File: config.mk
export PLATFORM = sky130hd
export DESIGN_NAME = adder_ctrl
export DESIGN_NICKNAME = d
export VERILOG_FILES = /design/src/rtl/adder_ctrl_pkg.sv /design/src/rtl/adder_ctrl_ns.sv /design/src/rtl/adder_ctrl.sv
export SDC_FILE = /design/constraint.sdc
export NUM_CORES = 1
export LEC_CHECK = 0
export BUFFER_PORTS_ARGS = -buffer_cell sky130_fd_sc_hd__buf_2
export CORE_ASPECT_RATIO = 0.7
export CORE_MARGIN = 2
export CORE_UTILIZATION = 45
export DETAILED_ROUTE_END_ITERATION = 6
export MAX_ROUTING_LAYER = met4
export PLACE_DENSITY = 0.88
export REMOVE_ABC_BUFFERS = 1
export SETUP_SLACK_MARGIN = 0.15
export SYNTH_ARGS = -nofsm -noshare
export SYNTH_HDL_FRONTEND = slang
export SYNTH_HIERARCHICAL = 1
export SYNTH_SLANG_ARGS = --single-unit
File: constraint.sdc
create_clock -name clk -period 2 [get_ports clk]
set_clock_uncertainty 0.2 [all_clocks]
set_input_delay 0.2 -clock clk [delete_from_list [all_inputs] [get_ports clk]]
set_output_delay 0.2 -clock clk [all_outputs]
set_load 0.02 [all_outputs]
File: src/rtl/adder_ctrl_pkg.sv
// Shared definitions for the adder controller: FSM encoding, register
// offsets and the bit positions of the CTRL and STATUS registers.
// Optional feature macro: ADDER_CTRL_TIMEOUT_EN (see adder_ctrl.sv).
package adder_ctrl_pkg;

    typedef enum logic [1:0] {
        StIdle = 2'd0,
        StRun  = 2'd1,
        StDone = 2'd2,
        StClr  = 2'd3
    } state_e;

    // Register offsets
    localparam logic [2:0] AddrCtrl    = 3'd0;
    localparam logic [2:0] AddrStatus  = 3'd1;
    localparam logic [2:0] AddrFifoDin = 3'd2;
    localparam logic [2:0] AddrIntClr  = 3'd3;
    localparam logic [2:0] AddrTimeout = 3'd4;

    // CTRL bits (start/clear self-clear, irq_en is stored)
    localparam int unsigned CtrlStart = 0;
    localparam int unsigned CtrlClear = 1;
    localparam int unsigned CtrlIrqEn = 2;

    // INT_CLR bit
    localparam int unsigned IntClrBit = 0;

    // STATUS bits
    localparam int unsigned StatBusy       = 0;
    localparam int unsigned StatDone       = 1;
    localparam int unsigned StatFull       = 2;
    localparam int unsigned StatStartErr   = 3;
    localparam int unsigned StatPushErr    = 4;
    localparam int unsigned StatTimeoutErr = 5;
    localparam int unsigned StatCntLsb     = 8;

    // Sticky status flags plus the interrupt level
    typedef struct packed {
        logic done;
        logic start_err;
        logic push_err;
        logic timeout_err;
        logic irq;
    } flags_t;

endpackage

File: src/rtl/adder_ctrl_ns.sv
// Combinational next-state, flag and result-counter logic for adder_ctrl.
// All state is held by the top level; this block only decides what changes.
module adder_ctrl_ns
    import adder_ctrl_pkg::*;
#(
    parameter int unsigned CNT_W = 4
) (
    input  state_e             state,
    input  flags_t             flags,
    input  logic [CNT_W-1:0]   result_cnt,
    input  logic               ctrl_start,
    input  logic               ctrl_clear,
    input  logic               int_clr,
    input  logic               push_wr,
    input  logic               fifo_full,
    input  logic [CNT_W-1:0]   fifo_data_count,
    input  logic               op_done,
    input  logic               rf_rise,
    input  logic               timeout_hit,
    input  logic               irq_en,
    output state_e             state_next,
    output flags_t             flags_next,
    output logic [CNT_W-1:0]   result_cnt_next,
    output logic               push_ok
);

    logic clear_taken;

    // Clear only acts in states that accept commands
    assign clear_taken = ctrl_clear && (state == StIdle || state == StRun);

    // Next state, flags and result count; clears are applied before sets so a
    // same-cycle event is never lost
    always_comb begin
        state_next      = state;
        flags_next      = flags;
        result_cnt_next = result_cnt;
        push_ok         = 1'b0;

        if (int_clr) begin
            flags_next = '0;
        end
        if (clear_taken) begin
            flags_next.start_err   = 1'b0;
            flags_next.push_err    = 1'b0;
            flags_next.timeout_err = 1'b0;
            flags_next.irq         = 1'b0;
        end

        // Operand pushes are only legal while the adder is not consuming the FIFO
        if (push_wr) begin
            if ((state == StIdle || state == StDone) && !fifo_full) begin
                push_ok = 1'b1;
            end else begin
                flags_next.push_err = 1'b1;
            end
        end

        unique case (state)
            StIdle: begin
                if (ctrl_clear) begin
                    state_next = StClr;
                end else if (ctrl_start) begin
                    if (fifo_data_count != '0) begin
                        state_next      = StRun;
                        result_cnt_next = '0;
                        flags_next.done = 1'b0;
                    end else begin
                        flags_next.start_err = 1'b1;
                    end
                end
            end
            StRun: begin
                if (rf_rise && result_cnt != '1) begin
                    result_cnt_next = result_cnt + CNT_W'(1);
                end
                if (ctrl_clear) begin
                    state_next = StClr;
                end else if (op_done) begin
                    state_next      = StDone;
                    flags_next.done = 1'b1;
                    if (irq_en) begin
                        flags_next.irq = 1'b1;
                    end
                end else if (timeout_hit) begin
                    state_next             = StClr;
                    flags_next.timeout_err = 1'b1;
                    if (irq_en) begin
                        flags_next.irq = 1'b1;
                    end
                end
            end
            StDone: begin
                state_next = StIdle;
            end
            StClr: begin
                state_next      = StIdle;
                flags_next.done = 1'b0;
                result_cnt_next = '0;
            end
            default: begin
                state_next = StIdle;
            end
        endcase
    end

endmodule

File: src/rtl/adder_ctrl.sv
// Bus-slave controller sequencing the FIFO-fed pairwise adder.
// Holds the FSM/flag flops, the register file and the read mux.
// Optional feature macro: ADDER_CTRL_TIMEOUT_EN adds the TIMEOUT_LIMIT
// register and a RUN watchdog; without it RUN ends only on op_done or clear.
module adder_ctrl
    import adder_ctrl_pkg::*;
#(
    parameter int unsigned     DW          = 32,
    parameter int unsigned     CNT_W       = 4,
    parameter int unsigned     TO_W        = 16,
    parameter logic [TO_W-1:0] TIMEOUT_DEF = 16'd1024
) (
    input  logic             clk,
    input  logic             reset,
    input  logic             s_sel,
    input  logic             s_wr,
    input  logic [2:0]       s_addr,
    input  logic [DW-1:0]    s_din,
    output logic [DW-1:0]    s_dout,
    output logic             fifo_wr,
    output logic [DW-1:0]    fifo_din,
    input  logic             fifo_full,
    input  logic [CNT_W-1:0] fifo_data_count,
    output logic             op_start,
    output logic             op_clear,
    input  logic             op_done,
    input  logic             rf_we,
    output logic             irq
);

    state_e           state_q, state_d;
    flags_t           flags_q, flags_d;
    logic [CNT_W-1:0] result_cnt_q, result_cnt_d;
    logic             irq_en_q;
    logic             rf_we_q;
    logic             fifo_wr_q;
    logic [DW-1:0]    fifo_din_q;
    logic [DW-1:0]    s_dout_q;
    logic [DW-1:0]    rd_data;
    logic [DW-1:0]    limit_rd;

    logic wr_en, rd_en;
    logic ctrl_wr, ctrl_start, ctrl_clear;
    logic int_clr, push_wr, push_ok;
    logic rf_rise, timeout_hit;

    assign wr_en      = s_sel && s_wr;
    assign rd_en      = s_sel && !s_wr;
    assign ctrl_wr    = wr_en && (s_addr == AddrCtrl);
    assign ctrl_start = ctrl_wr && s_din[CtrlStart];
    assign ctrl_clear = ctrl_wr && s_din[CtrlClear];
    assign int_clr    = wr_en && (s_addr == AddrIntClr) && s_din[IntClrBit];
    assign push_wr    = wr_en && (s_addr == AddrFifoDin);
    assign rf_rise    = rf_we && !rf_we_q;

`ifdef ADDER_CTRL_TIMEOUT_EN
    logic [TO_W-1:0] to_limit_q;
    logic [TO_W-1:0] to_cnt_q;

    // Watchdog: counts RUN cycles, cleared in every other state
    always_ff @(posedge clk or posedge reset) begin
        if (reset) begin
            to_limit_q <= TIMEOUT_DEF;
            to_cnt_q   <= '0;
        end else begin
            if (wr_en && s_addr == AddrTimeout) begin
                to_limit_q <= s_din[TO_W-1:0];
            end
            if (state_q == StRun) begin
                to_cnt_q <= to_cnt_q + TO_W'(1);
            end else begin
                to_cnt_q <= '0;
            end
        end
    end

    assign timeout_hit = (state_q == StRun) && (to_cnt_q == to_limit_q - TO_W'(1));
    assign limit_rd    = DW'(to_limit_q);
`else
    assign timeout_hit = 1'b0;
    assign limit_rd    = '0;
`endif

    adder_ctrl_ns #(
        .CNT_W(CNT_W)
    ) u_ns (
        .state           (state_q),
        .flags           (flags_q),
        .result_cnt      (result_cnt_q),
        .ctrl_start      (ctrl_start),
        .ctrl_clear      (ctrl_clear),
        .int_clr         (int_clr),
        .push_wr         (push_wr),
        .fifo_full       (fifo_full),
        .fifo_data_count (fifo_data_count),
        .op_done         (op_done),
        .rf_rise         (rf_rise),
        .timeout_hit     (timeout_hit),
        .irq_en          (irq_en_q),
        .state_next      (state_d),
        .flags_next      (flags_d),
        .result_cnt_next (result_cnt_d),
        .push_ok         (push_ok)
    );

    // FSM, flags, result counter and rf_we edge sampler
    always_ff @(posedge clk or posedge reset) begin
        if (reset) begin
            state_q      <= StIdle;
            flags_q      <= '0;
            result_cnt_q <= '0;
            rf_we_q      <= 1'b0;
        end else begin
            state_q      <= state_d;
            flags_q      <= flags_d;
            result_cnt_q <= result_cnt_d;
            rf_we_q      <= rf_we;
        end
    end

    // Stored interrupt enable, rewritten by every CTRL write
    always_ff @(posedge clk or posedge reset) begin
        if (reset) begin
            irq_en_q <= 1'b0;
        end else if (ctrl_wr) begin
            irq_en_q <= s_din[CtrlIrqEn];
        end
    end

    // One-cycle FIFO push strobe with the operand registered alongside
    always_ff @(posedge clk or posedge reset) begin
        if (reset) begin
            fifo_wr_q  <= 1'b0;
            fifo_din_q <= '0;
        end else begin
            fifo_wr_q <= push_ok;
            if (push_ok) begin
                fifo_din_q <= s_din;
            end
        end
    end

    // Read mux; unmapped and write-only offsets read as zero
    always_comb begin
        rd_data = '0;
        case (s_addr)
            AddrStatus: begin
                rd_data[StatBusy]                = (state_q == StRun);
                rd_data[StatDone]                = flags_q.done;
                rd_data[StatFull]                = fifo_full;
                rd_data[StatStartErr]            = flags_q.start_err;
                rd_data[StatPushErr]             = flags_q.push_err;
                rd_data[StatTimeoutErr]          = flags_q.timeout_err;
                rd_data[StatCntLsb +: CNT_W]     = result_cnt_q;
            end
            AddrTimeout: begin
                rd_data = limit_rd;
            end
            default: begin
                rd_data = '0;
            end
        endcase
    end

    // Registered read data, held between reads
    always_ff @(posedge clk or posedge reset) begin
        if (reset) begin
            s_dout_q <= '0;
        end else if (rd_en) begin
            s_dout_q <= rd_data;
        end
    end

    // Outputs decode straight from flops so reset drops them immediately
    assign s_dout   = s_dout_q;
    assign fifo_wr  = fifo_wr_q;
    assign fifo_din = fifo_din_q;
    assign op_start = (state_q == StRun);
    assign op_clear = (state_q == StClr);
    assign irq      = flags_q.irq;

endmodule

==> flow_metrics.env <==
export IMPL_status="completed"
export IMPL_cts_sinks=56
export IMPL_cp_start_kind="input pin"
export IMPL_first_pass_iters=4
export IMPL_path_max_fanout=5
export IMPL_cts_root_buffer="clkbuf_8"
export IMPL_avgSynthCellArea_um2=13.28
export IMPL_via_count=1868
export IMPL_path_common_cell="o211ai_1"
export IMPL_min_path_type="in -> reg"
export IMPL_grt_usage_pct=20.07
export IMPL_p_per_area_nw_per_um2=852.1
export IMPL_ant_nets=0
export IMPL_die_h_um=66.49
export IMPL_cts_tree="built"
export IMPL_grt_pass1_wl_um=9204
export IMPL_grt_pass1_vias=1982
export IMPL_critPathTopFamily="buffers and inverters"
export IMPL_multiInputGateArea_um2=967.2
export IMPL_io_pins=114
export IMPL_nFillCells=393
export IMPL_final_cells=396
export IMPL_area_growth_synth_to_final_pct=38.58
export IMPL_layout_common_cells="buf_2, dfrtp_1, dlygate4sd3_1, mux2_2, conb_1"
export IMPL_drive_gt1_share_pct=45.99
export IMPL_crit_arrival_ns=1.76
export IMPL_grt_max_degree=37
export IMPL_seqCellArea_um2=1401
export IMPL_synth_area_um2=2510
export IMPL_wl_per_cell_um=14.87
export IMPL_synth_top_area_share_pct=55.83
export IMPL_core_um2=5313
export IMPL_placementRows=22
export IMPL_synthTopCellsByArea="dfrtp_1, mux2_2, buf_4, a22o_1, nor4_4"
export IMPL_rsz0062_at_grt="no"
export IMPL_rrSetupSlack_ns=0.22
export IMPL_die_w_um=93.27
export IMPL_hold_viol_final=0
export IMPL_grt_ovfl_total=0
export IMPL_ir_drop_mv=0.4487
export IMPL_cp_required_ns=1.98
export IMPL_dp_hpwl_um=3997
export IMPL_finalSetupViolations=0
export IMPL_p_leak_uw=0.001781
export IMPL_clk_pin_slew_ns=0.09
export IMPL_cts_made_buffers=5
export IMPL_antenna_found_initial=0
export IMPL_drt_iter0_drc=93
export IMPL_routed_wl_um=5888
export IMPL_cts_htree_levels=2
export IMPL_routed_via_density=4.717
export IMPL_crit_slowest_cell="dlygate4sd3_1"
export IMPL_worstSetupPathType="in -> reg"
export IMPL_placedCellCount=351
export IMPL_dieArea_um2=6201
export IMPL_maxCapViolations=0
export IMPL_finalSetupTns_ns=0
export IMPL_synth_warnings=6
export IMPL_initial_core_util_pct=47.24
export IMPL_cp_cell_sequence="dlygate4sd3_1 > buf_2 > and2_4 > or3b_4 > o211ai_1 > o211ai_1"
export IMPL_clockBufferDepth=2
export IMPL_layout_commonest_cell="buf_2"
export IMPL_post_route_util_pct=65.47
export IMPL_cpPeakStageDelay_ns=0.54
export IMPL_yosysUniqueCellTypes=41
export IMPL_period_share_pct=88.92
export IMPL_insertion_delay_ns=0.31
export IMPL_total_power_uw=2964
export IMPL_port_buffers=91
export IMPL_min_period_ns=1.778
export IMPL_synthCells=189
export IMPL_globalplace_congestion=0.8569
export IMPL_end_kind="flip-flop"
export IMPL_diodes=0
export IMPL_ys_seq_elements=56
export IMPL_drv_slew=0
export IMPL_yosysSeqAreaShare_pct=55.83
export IMPL_yosys_area_top_type="dfrtp_1"
export IMPL_layout_nets=370
export IMPL_hold_slack_ns=0.04336
export IMPL_cp_buffers_inverters=2
export IMPL_drc=0
export IMPL_max_freq_mhz=562.3
registers in the layout, summed over array words and instances (netlist names):
name,count
state_q,2
s_dout,10
rf_we_q,1
fifo_din,32
irq,1
flags_q,4
fifo_wr,1
result_cnt_q,4
irq_en_q,1
path summary, 6_finish.rpt:
kind	start	endpoint	cells after the start
min in group asynchronous	reset	fifo_din[20]$_DFFE_PP0P_	3
max reg2reg	state_q[0]$_DFF_PP0_	fifo_din[10]$_DFFE_PP0P_	3
max	s_din[1]	result_cnt_q[1]$_DFF_PP0_	6
min reg2reg	fifo_din[24]$_DFFE_PP0P_	fifo_din[24]$_DFFE_PP0P_	1
min	fifo_data_count[2]	flags_q[3]$_DFF_PP0_	3
max in group asynchronous	reset	s_dout[10]$_DFFE_PP0P_	4
repair_timing:
item / CTS / global route
setup endpoints to repair: 0 / 1
buffers inserted: 0 / 1
gates resized for setup: 0 / 2
endpoints found under the hold margin: 56 / 0
hold buffers: 36 / 0
per-stage QoR:
stage	area [um^2]	worst slack, ns
3_5_place_dp	2997	-0.03091
4_1_cts	3468	0.2203
2_1_floorplan	2384	-1.811
5_1_grt	3478	0.1592
3_3_place_gp	2997	0.04719
6_report	3478	0.2215
power by group:
group / internal (uW) / leakage (uW) / switching (uW) / total [uW]
clock: 379 / 0.0000558 / 365 / 744
combinational: 343 / 0.000995 / 438 / 781
sequential: 1320 / 0.000730 / 120 / 1440
total: 2040 / 0.00178 / 924 / 2960
cell usage after synthesis, drive strengths merged:
library cell  number
a21bo              1
a21oi              6
a22o              11
a31oi              1
a32o               2
and2               4
and2b              1
buf               27
clkbuf             2
conb               1
dfrtp             56
ha                 1
inv                6
mux2              33
nand2              5
nand2b             2
nand3              1
nand4              3
nand4b             1
nor2               2
nor2b              3
nor3               4
nor3b              1
nor4               2
nor4b              1
o211ai             2
o21ai              3
o221ai             1
o2bb2ai            1
o31a               1
o31ai              1
or2                1
or3b               2
worst min-delay path: stages:
cell	delay (ns)
buf_2	0.10
nor4_4	0.05
a22o_1	0.17
final cells by class:
cell class / count / area share, %
Clock buffer: 6 / 2.086
Clock inverter: 2 / 1.115
Inverter: 6 / 0.6475
Multi-Input combinational cell: 121 / 27.81
Sequential cell: 56 / 40.29
Tap cell: 72 / 2.590
Timing Repair Buffer: 133 / 25.47
layer usage:
layer / track usage (%) / vias to the layer above / part of all wire (%)
met2: 34.26 / 74 / 51
met3: 5.090 / 14 / 5.8
met5: - / - / 0
met1: 22.63 / 882 / 40
met4: 9.007 / 0 / 2.3
li1: - / 898 / -
logic make-up (layout without fill, tap and decap cells):
logic type	Yosys count	in the layout	synth area share [%]
fa+ha+maj	1	1	0.4984
compound gates	30	30	9.472
flops	56	56	55.83
simple gates	33	33	9.871
other cells	1	24	0.1494
mux	33	33	14.81
buf+inv	35	147	9.371
Power figures use the tool's default switching activity.
